### config.mk
export PLATFORM = sky130hd
export DESIGN_NAME = draw_sequencer
export DESIGN_NICKNAME = d
export VERILOG_FILES = /design/src/rtl/snake_pkg.sv /design/src/rtl/raster_scan.sv /design/src/rtl/draw_sequencer.sv
export SDC_FILE = /design/constraint.sdc
export NUM_CORES = 1
export LEC_CHECK = 0
export CORE_MARGIN = 3
export CORE_UTILIZATION = 52
export CTS_CLUSTER_DIAMETER = 200
export DETAILED_ROUTE_END_ITERATION = 8
export GPL_ROUTABILITY_DRIVEN = 0
export PLACE_DENSITY = 0.85
export SYNTH_ARGS = -nofsm -noshare
export SYNTH_HDL_FRONTEND = slang
export SYNTH_HIERARCHICAL = 1
export SYNTH_SLANG_ARGS = --single-unit
### constraint.sdc
create_clock -name clk -period 3.5 [get_ports clk]
set_input_delay 0.7 -clock clk [delete_from_list [all_inputs] [get_ports clk]]
set_output_delay 0.7 -clock clk [all_outputs]
set_load 0.02 [all_outputs]
### src/rtl/snake_pkg.sv
// Shared constants for the snake game: screen geometry, colours and the
// draw-sequencer state encoding (also mirrored on LEDR for debug).
package snake_pkg;

  localparam int SCR_W   = 160;
  localparam int SCR_H   = 120;
  localparam int WALL_W  = 4;
  localparam int MAX_SEG = 128;

  // Colours are {R,G,B}
  localparam logic [2:0] COL_BLACK = 3'b000;
  localparam logic [2:0] COL_WALL  = 3'b111;
  localparam logic [2:0] COL_APPLE = 3'b100;
  localparam logic [2:0] COL_BODY  = 3'b010;
  localparam logic [2:0] COL_HEAD  = 3'b110;

  typedef enum logic [2:0] {
    ST_IDLE  = 3'd0,
    ST_CLEAR = 3'd1,
    ST_APPLE = 3'd2,
    ST_SNAKE = 3'd3,
    ST_DONE  = 3'd4
  } draw_state_t;

endpackage

### src/rtl/raster_scan.sv
// Raster (cx,cy) walker: x fastest, wraps to (0,0) after the last pixel.
// Reusable for any full-screen pass (clear, menu, score screens).
module raster_scan #(
  parameter int W = 160,
  parameter int H = 120
) (
  input  logic       clk,
  input  logic       reset,
  input  logic       en,
  input  logic       clr,
  output logic [7:0] cx,
  output logic [6:0] cy,
  output logic       last_px
);

  localparam logic [7:0] X_LAST = 8'(W - 1);
  localparam logic [6:0] Y_LAST = 7'(H - 1);

  logic [7:0] cx_r;
  logic [6:0] cy_r;

  // Advance the raster position one pixel per enabled cycle
  always_ff @(posedge clk) begin
    if (reset || clr) begin
      cx_r <= 8'd0;
      cy_r <= 7'd0;
    end else if (en) begin
      if (cx_r == X_LAST) begin
        cx_r <= 8'd0;
        cy_r <= (cy_r == Y_LAST) ? 7'd0 : cy_r + 7'd1;
      end else begin
        cx_r <= cx_r + 8'd1;
      end
    end
  end

  assign cx      = cx_r;
  assign cy      = cy_r;
  assign last_px = (cx_r == X_LAST) && (cy_r == Y_LAST);

endmodule

### src/rtl/draw_sequencer.sv
// Frame-redraw scheduler: on start, drives the single VGA plot port through
// the clear+border, apple and snake passes at one pixel per cycle, then
// pulses done for one cycle.
module draw_sequencer
  import snake_pkg::*;
#(
  parameter int SCR_W   = 160,
  parameter int SCR_H   = 120,
  parameter int WALL_W  = 4,
  parameter int MAX_SEG = 128
) (
  input  logic       clk,
  input  logic       reset,
  input  logic       start,
  input  logic [7:0] snake_size,
  input  logic [7:0] apple_x,
  input  logic [6:0] apple_y,
  output logic [6:0] seg_addr,
  input  logic [7:0] seg_x,
  input  logic [6:0] seg_y,
  output logic [7:0] x,
  output logic [6:0] y,
  output logic [2:0] colour,
  output logic       plot,
  output logic       busy,
  output logic       done
);

  localparam logic [7:0] WALL_X_LO = 8'(WALL_W);
  localparam logic [7:0] WALL_X_HI = 8'(SCR_W - WALL_W);
  localparam logic [6:0] WALL_Y_LO = 7'(WALL_W);
  localparam logic [6:0] WALL_Y_HI = 7'(SCR_H - WALL_W);
  localparam logic [7:0] SEG_LIMIT = 8'(MAX_SEG);

  draw_state_t state_r, next_state_s;

  logic [7:0] cx_s;
  logic [6:0] cy_s;
  logic       last_px_s;
  logic       scan_en_s;
  logic       scan_clr_s;

  // 8 bits so a count of 128 is representable without wrapping
  logic [7:0] seg_cnt_r;
  logic [7:0] seg_n_s;
  logic       seg_last_s;

  logic [7:0] pix_x_s;
  logic [6:0] pix_y_s;
  logic [2:0] pix_col_s;
  logic       pix_plot_s;
  logic       done_s;

  logic [7:0] x_r;
  logic [6:0] y_r;
  logic [2:0] colour_r;
  logic       plot_r;
  logic       busy_r;
  logic       done_r;

  function automatic logic is_wall(input logic [7:0] px, input logic [6:0] py);
    return (px < WALL_X_LO) || (px >= WALL_X_HI) ||
           (py < WALL_Y_LO) || (py >= WALL_Y_HI);
  endfunction

  raster_scan #(
    .W (SCR_W),
    .H (SCR_H)
  ) u_scan (
    .clk     (clk),
    .reset   (reset),
    .en      (scan_en_s),
    .clr     (scan_clr_s),
    .cx      (cx_s),
    .cy      (cy_s),
    .last_px (last_px_s)
  );

  // Raster is held at the origin while idle so every frame starts at (0,0)
  assign scan_clr_s = (state_r == ST_IDLE);
  assign scan_en_s  = (state_r == ST_CLEAR);

  assign seg_n_s    = (snake_size > SEG_LIMIT) ? SEG_LIMIT : snake_size;
  assign seg_last_s = ((seg_cnt_r + 8'd1) == seg_n_s);
  assign seg_addr   = (state_r == ST_SNAKE) ? seg_cnt_r[6:0] : 7'd0;

  // Draw-state register
  always_ff @(posedge clk) begin
    if (reset) begin
      state_r <= ST_IDLE;
    end else begin
      state_r <= next_state_s;
    end
  end

  // Segment index: counts up only while drawing the snake
  always_ff @(posedge clk) begin
    if (reset) begin
      seg_cnt_r <= 8'd0;
    end else if (state_r == ST_SNAKE) begin
      seg_cnt_r <= seg_cnt_r + 8'd1;
    end else begin
      seg_cnt_r <= 8'd0;
    end
  end

  // Next-state and pixel selection for the current pass
  always_comb begin
    next_state_s = state_r;
    pix_x_s      = 8'd0;
    pix_y_s      = 7'd0;
    pix_col_s    = COL_BLACK;
    pix_plot_s   = 1'b0;
    done_s       = 1'b0;
    case (state_r)
      ST_IDLE: begin
        if (start) begin
          next_state_s = ST_CLEAR;
        end else begin
          next_state_s = ST_IDLE;
        end
      end
      ST_CLEAR: begin
        pix_plot_s = 1'b1;
        pix_x_s    = cx_s;
        pix_y_s    = cy_s;
        pix_col_s  = is_wall(cx_s, cy_s) ? COL_WALL : COL_BLACK;
        if (last_px_s) begin
          next_state_s = ST_APPLE;
        end else begin
          next_state_s = ST_CLEAR;
        end
      end
      ST_APPLE: begin
        pix_plot_s = 1'b1;
        pix_x_s    = apple_x;
        pix_y_s    = apple_y;
        pix_col_s  = COL_APPLE;
        if (seg_n_s == 8'd0) begin
          next_state_s = ST_DONE;
        end else begin
          next_state_s = ST_SNAKE;
        end
      end
      ST_SNAKE: begin
        pix_plot_s = 1'b1;
        pix_x_s    = seg_x;
        pix_y_s    = seg_y;
        pix_col_s  = (seg_cnt_r == 8'd0) ? COL_HEAD : COL_BODY;
        if (seg_last_s) begin
          next_state_s = ST_DONE;
        end else begin
          next_state_s = ST_SNAKE;
        end
      end
      ST_DONE: begin
        done_s       = 1'b1;
        next_state_s = ST_IDLE;
      end
      default: begin
        next_state_s = ST_IDLE;
      end
    endcase
  end

  // Registered plot port, busy and done outputs
  always_ff @(posedge clk) begin
    if (reset) begin
      x_r      <= 8'd0;
      y_r      <= 7'd0;
      colour_r <= 3'b000;
      plot_r   <= 1'b0;
      busy_r   <= 1'b0;
      done_r   <= 1'b0;
    end else begin
      x_r      <= pix_x_s;
      y_r      <= pix_y_s;
      colour_r <= pix_col_s;
      plot_r   <= pix_plot_s;
      // Covers the cycle after acceptance through the done cycle
      busy_r   <= (next_state_s != ST_IDLE) || (state_r != ST_IDLE);
      done_r   <= done_s;
    end
  end

  assign x      = x_r;
  assign y      = y_r;
  assign colour = colour_r;
  assign plot   = plot_r;
  assign busy   = busy_r;
  assign done   = done_r;

endmodule

======== After elaboration in Yosys (flattened, before gate mapping) ========
Index checks and enable logic that the tools add are counted.
storage, ports and cells
  register bits after elaboration ......... 47
operators by class
  add/sub/neg operators ................... 3
  magnitude comparators ................... 5
  equal/unequal tests ..................... 7
  multiplexer cells ....................... 16
  bitwise operators ....................... 1
  reductions and logical operators ........ 14
operators with widths
  cell                                                       number
  case mux 8 bit (3 select lines)                            1
  case mux 7 bit (3 select lines)                            1
  adder 8 x 1 -> 8 bit (second input constant)               2
  logical NOT 8 bit                                          2
  2-to-1 mux 8 bit                                           2
  2-to-1 mux 7 bit                                           2
  2-to-1 mux 3 bit                                           4
  case mux 3 bit (4 select lines)                            1
  case mux 3 bit (3 select lines)                            1
  equality test 8 bit                                        1
  equality test 8 bit (second input constant)                1
  greater-or-equal comparator 8 bit (second input constant)  1
  > comparator 8 bit (second input constant)                 1
  < comparator 8 x 3 -> 1 bit (second input constant)        1
  adder 7 x 1 -> 7 bit (second input constant)               1
  equality test 7 bit (second input constant)                1
  greater-or-equal comparator 7 bit (second input constant)  1
  < comparator 7 x 3 -> 1 bit (second input constant)        1
  equality test 3 x 2 -> 1 bit (second input constant)       2
  nonzero test 3 bit                                         2
  logical OR 1 bit                                           5
  equality test 3 x 1 -> 1 bit (second input constant)       1
  equality test 3 bit (second input constant)                1
  logical NOT 3 bit                                          1
  7 further kinds                                            9

======== Depth between registers and ports, before layout ========
  depth after elaboration ................. 7
  gate-level depth with buffers ........... 9

======== By module ========
Netlist, hierarchy kept.
modules (own cells, without submodules)
  module          instances  cells an instance  area an instance (um2)
  draw_sequencer  1          212                1808.0
  raster_scan     1          81                 778.2

======== Worst setup path before layout ========
No wires, ideal clock.
  path type ............................... reg-to-output
  start point ............................. register state_r[1]
  end point ............................... output seg_addr[0]
  data arrival time ....................... 1481 ps
  slack ................................... 1319 ps
  cell stages (with the launch flop) ...... 6
  buffers on the path ..................... 1
  path through ............................ dfxtp_1 > clkbuf_1 > inv_1 > nor3b_1 > inv_1 > nor2_1
on the way
  word-level cells in the longest chain between the ends .. 2
ends and longest elaborated chain
  item                          RTL line              source
  start, declared               draw_sequencer.sv:35  draw_state_t state_r, next_state_s;
  start signal, assigned        draw_sequencer.sv:92  state_r <= next_state_s;
  equality test 3 x 2 -> 1 bit  draw_sequencer.sv:85  assign seg_addr = (state_r == ST_SNAKE) ? seg_cnt_r[6:0] : 7'd0;
  2-to-1 mux 7 bit              draw_sequencer.sv:85
  end, declared                 draw_sequencer.sv:18  output logic [6:0] seg_addr,
No other way between the ends.

======== Worst setup path after layout ========
Same ends and word-level chain as after synthesis.

==> impl_metrics.toml <==
[pwr]
p_int_mw = 0.735
p_sw_mw = 0.215
total_power_mw = 0.950
p_sw_share_pct = 22.6
pwr-share-clk_pct = 32.3
leakagePower_nw = 1.16
power_density_nw_per_um2 = 284
pwr-share-comb_pct = 10.8
power_frac_seq_pct = 56.9
vdd_drop_max_v = 0.000216

[grt]
grt_pass1_vias = 2141
antenna_found_initial = 0
grt-ovfl-total = 0
grt_max_degree = 28
grt.total_usage_pct = 22.0
grt_pass1_wl_mm = 10.5

[timing]
rsz0062_at_grt = "false"
slew_headroom_pct = 37.1
hold_viol = 0
setup_ws_ns = 0.486
drv_slew = 0
tightest_slew_ns = 0.940
min_period_over_period_pct = 86.1
max_freq_ghz = 0.332
clock_skew_ns = 0.00955
fin_crit_ns = 3.01
setup_violations = 0
setup_tns_ns = 0
timing.hold.ws_ns = 0.521

[synthesis]
syn-num-nets = 338
syn_avg_cell_area_um2 = 8.83
synth_cells = 293
synth_area_leaders = "dfxtp_1 36%, nor2_1 6.5%, mux2_2 6.1%"
synth_ff_type = "dfxtp_1"
yosys.area.top_type_share_pct = 36.4
synth_warnings = 6
yosysSeqAreaShare_pct = 36.4
syn_area_um2 = 2590
ys_types = 58
async_reset_ff_share_pct = 0
synth_edf_count = 0
synth_seq_cells = 47
synth_largest_area_cell = "dfxtp_1"

[cts]
cts_tree = "yes"
cts_buffers = 5
clk_pin_slew_ns = 0.09
htree_levels = 2
insertion_delay_ns = 0.29
postCtsSetupBuffers = 0
clockBufferDepth = 2
cts-resized-gates = 0
ctsHoldBuffers = 0
clkSinkCount = 47
root_buffer = "clkbuf_8"

[routing]
drc = 0
routed_wl_mm = 6.34
postRouteAntennaNets = 0
wl_per_cell_um = 15.2
detail_route.vias_per_cell = 5.68
num_vias = 2369
first_pass_iters = 4
drtIter0Drc = 259

[run_status]
status = "completed"

[floorplan]
fp.dieArea_um2 = 5860
die_h_um = 76.5
core-area_um2 = 4750
placementRows = 25
boundaryPins = 69
die_w_um = 76.5
initial_core_util_pct = 54.4

[finish]
fin_util_pct = 70.3
areaGrowthSynthToFinish_pct = 29.3
nNetsFinal = 395
layout-drive-gt1-share_pct = 10.0
diodes = 0

[worst_setup_path]
crit_path_frequent_cell = "inv_1"
cp-end-kind = "output pin"
cpPeakStageDelay_ns = 0.66
path_max_fanout = 8
slowest_stage = "nor3b_1"
crit_type = "reg2out"
start_kind = "register"
cp.arrival_ns = 2.31
cp_cell_sequence = "inv_1 -> nor3b_1 -> inv_1 -> nor2_1 -> clkdlybuf4s50_1"
required_ns = 2.80

[placed_design]
post-dp-hpwl_mm = 4.79
preCtsSetupSlack_ns = 0.651
port_buffers = 68

[flow_run]
drv_cap = 0

[hold_path]
hold_path_class = "reg2reg"
-- cell usage after synthesis (3+ instances only) --
cell       instances
a21oi_1           11
a22oi_1           15
a311oi_1           3
and2_1             6
and4_1             3
buf_4              4
clkbuf_1          12
dfxtp_1           47
ha_1               4
inv_1             12
mux2_2            14
mux2i_1            3
nand2_1            8
nand2b_1           3
nand3_1           12
nand3b_1           4
nor2_1            45
nor3_1             8
o2111ai_1          4
o211ai_1           3
o21ai_0            9
or3_1              4
xnor2_1            8
xor2_1             6
-- power by group through the flow --
stage	Clock (mW)	Sequential (mW)	Combinational [mW]
after floorplan	0	0.556	0.0381
after global placement	0	0.553	0.100
after detailed placement	0	0.553	0.102
after CTS	0.319	0.540	0.103
after global routing	0.338	0.541	0.111
final	0.307	0.540	0.103
-- critical path, delay by kind of cell, from the launching register on --
kind	cells	cell delay [ns]
and+or+nand+nor	2	0.80
DFF	1	0.34
buffers and inverters	3	0.90
-- state kept, by name, indices dropped and copies added (netlist names) --
name / cells
busy: 1
colour: 3
done: 1
plot: 1
seg_cnt_r: 8
state_r: 3
u_scan/cx: 8
u_scan/cy: 7
x: 8
y: 7
-- through the flow --
stage / std cells / cell area, um^2
after floorplan: 293 / 2590
after global routing: 417 / 3340
final: 417 / 3340
after CTS: 417 / 3340
after detailed placement: 410 / 3260
after global placement: 410 / 3260
-- layout by cell type (no fill, tap or decap), types with 9 or more instances in the layout --
master / count
clkdlybuf4s50_1: 68
dfxtp_1: 47
nor2_1: 45
a22oi_1: 15
mux2_2: 14
inv_1: 12
nand3_1: 12
a21oi_1: 11
o21ai_0: 9
-- path summary, 6_finish.rpt --
kind         cells after the start          from  slack, ns            to
max                              5    state_r[1]       0.49   seg_addr[0]
min                              2  u_scan/cy[0]       0.52  u_scan/cy[0]
min reg2reg                      2  u_scan/cy[0]       0.52  u_scan/cy[0]
max reg2reg                      7  seg_cnt_r[0]       1.07    state_r[2]
-- final cells by class --
cell class              count  area [um^2]
multi-input cells         213         1490
repair buffers             71          703
inverters                  12         45.0
flip-flops and latches     47          941
well taps                  67         83.8
clock inverters             2         13.8
fillers                   394         1410
clock buffers               5         68.8
-- metal layers --
metal  up-vias  GRT usage [%]  routed length, um
met3         5           3.07                318
met4         0           5.25                 38
li1       1167              -                  -
met2        71           34.8               2990
met5         -              0                  0
met1      1126           31.6               2990
-- kinds of logic after synthesis --
logic type               after synthesis  share of synthesized area (%)
multiplexers                          18                           7.69
XOR/XNOR                              16                           6.53
buffers and inverters                 33                           6.10
AO/OA/AOI/OAI                         61                           17.1
flip-flops                            47                           36.4
AND/OR/NAND/NOR                      114                           24.3
adder cells (fa/ha/maj)                4                           1.94
Note: power is estimated with default switching activity, not from simulation.
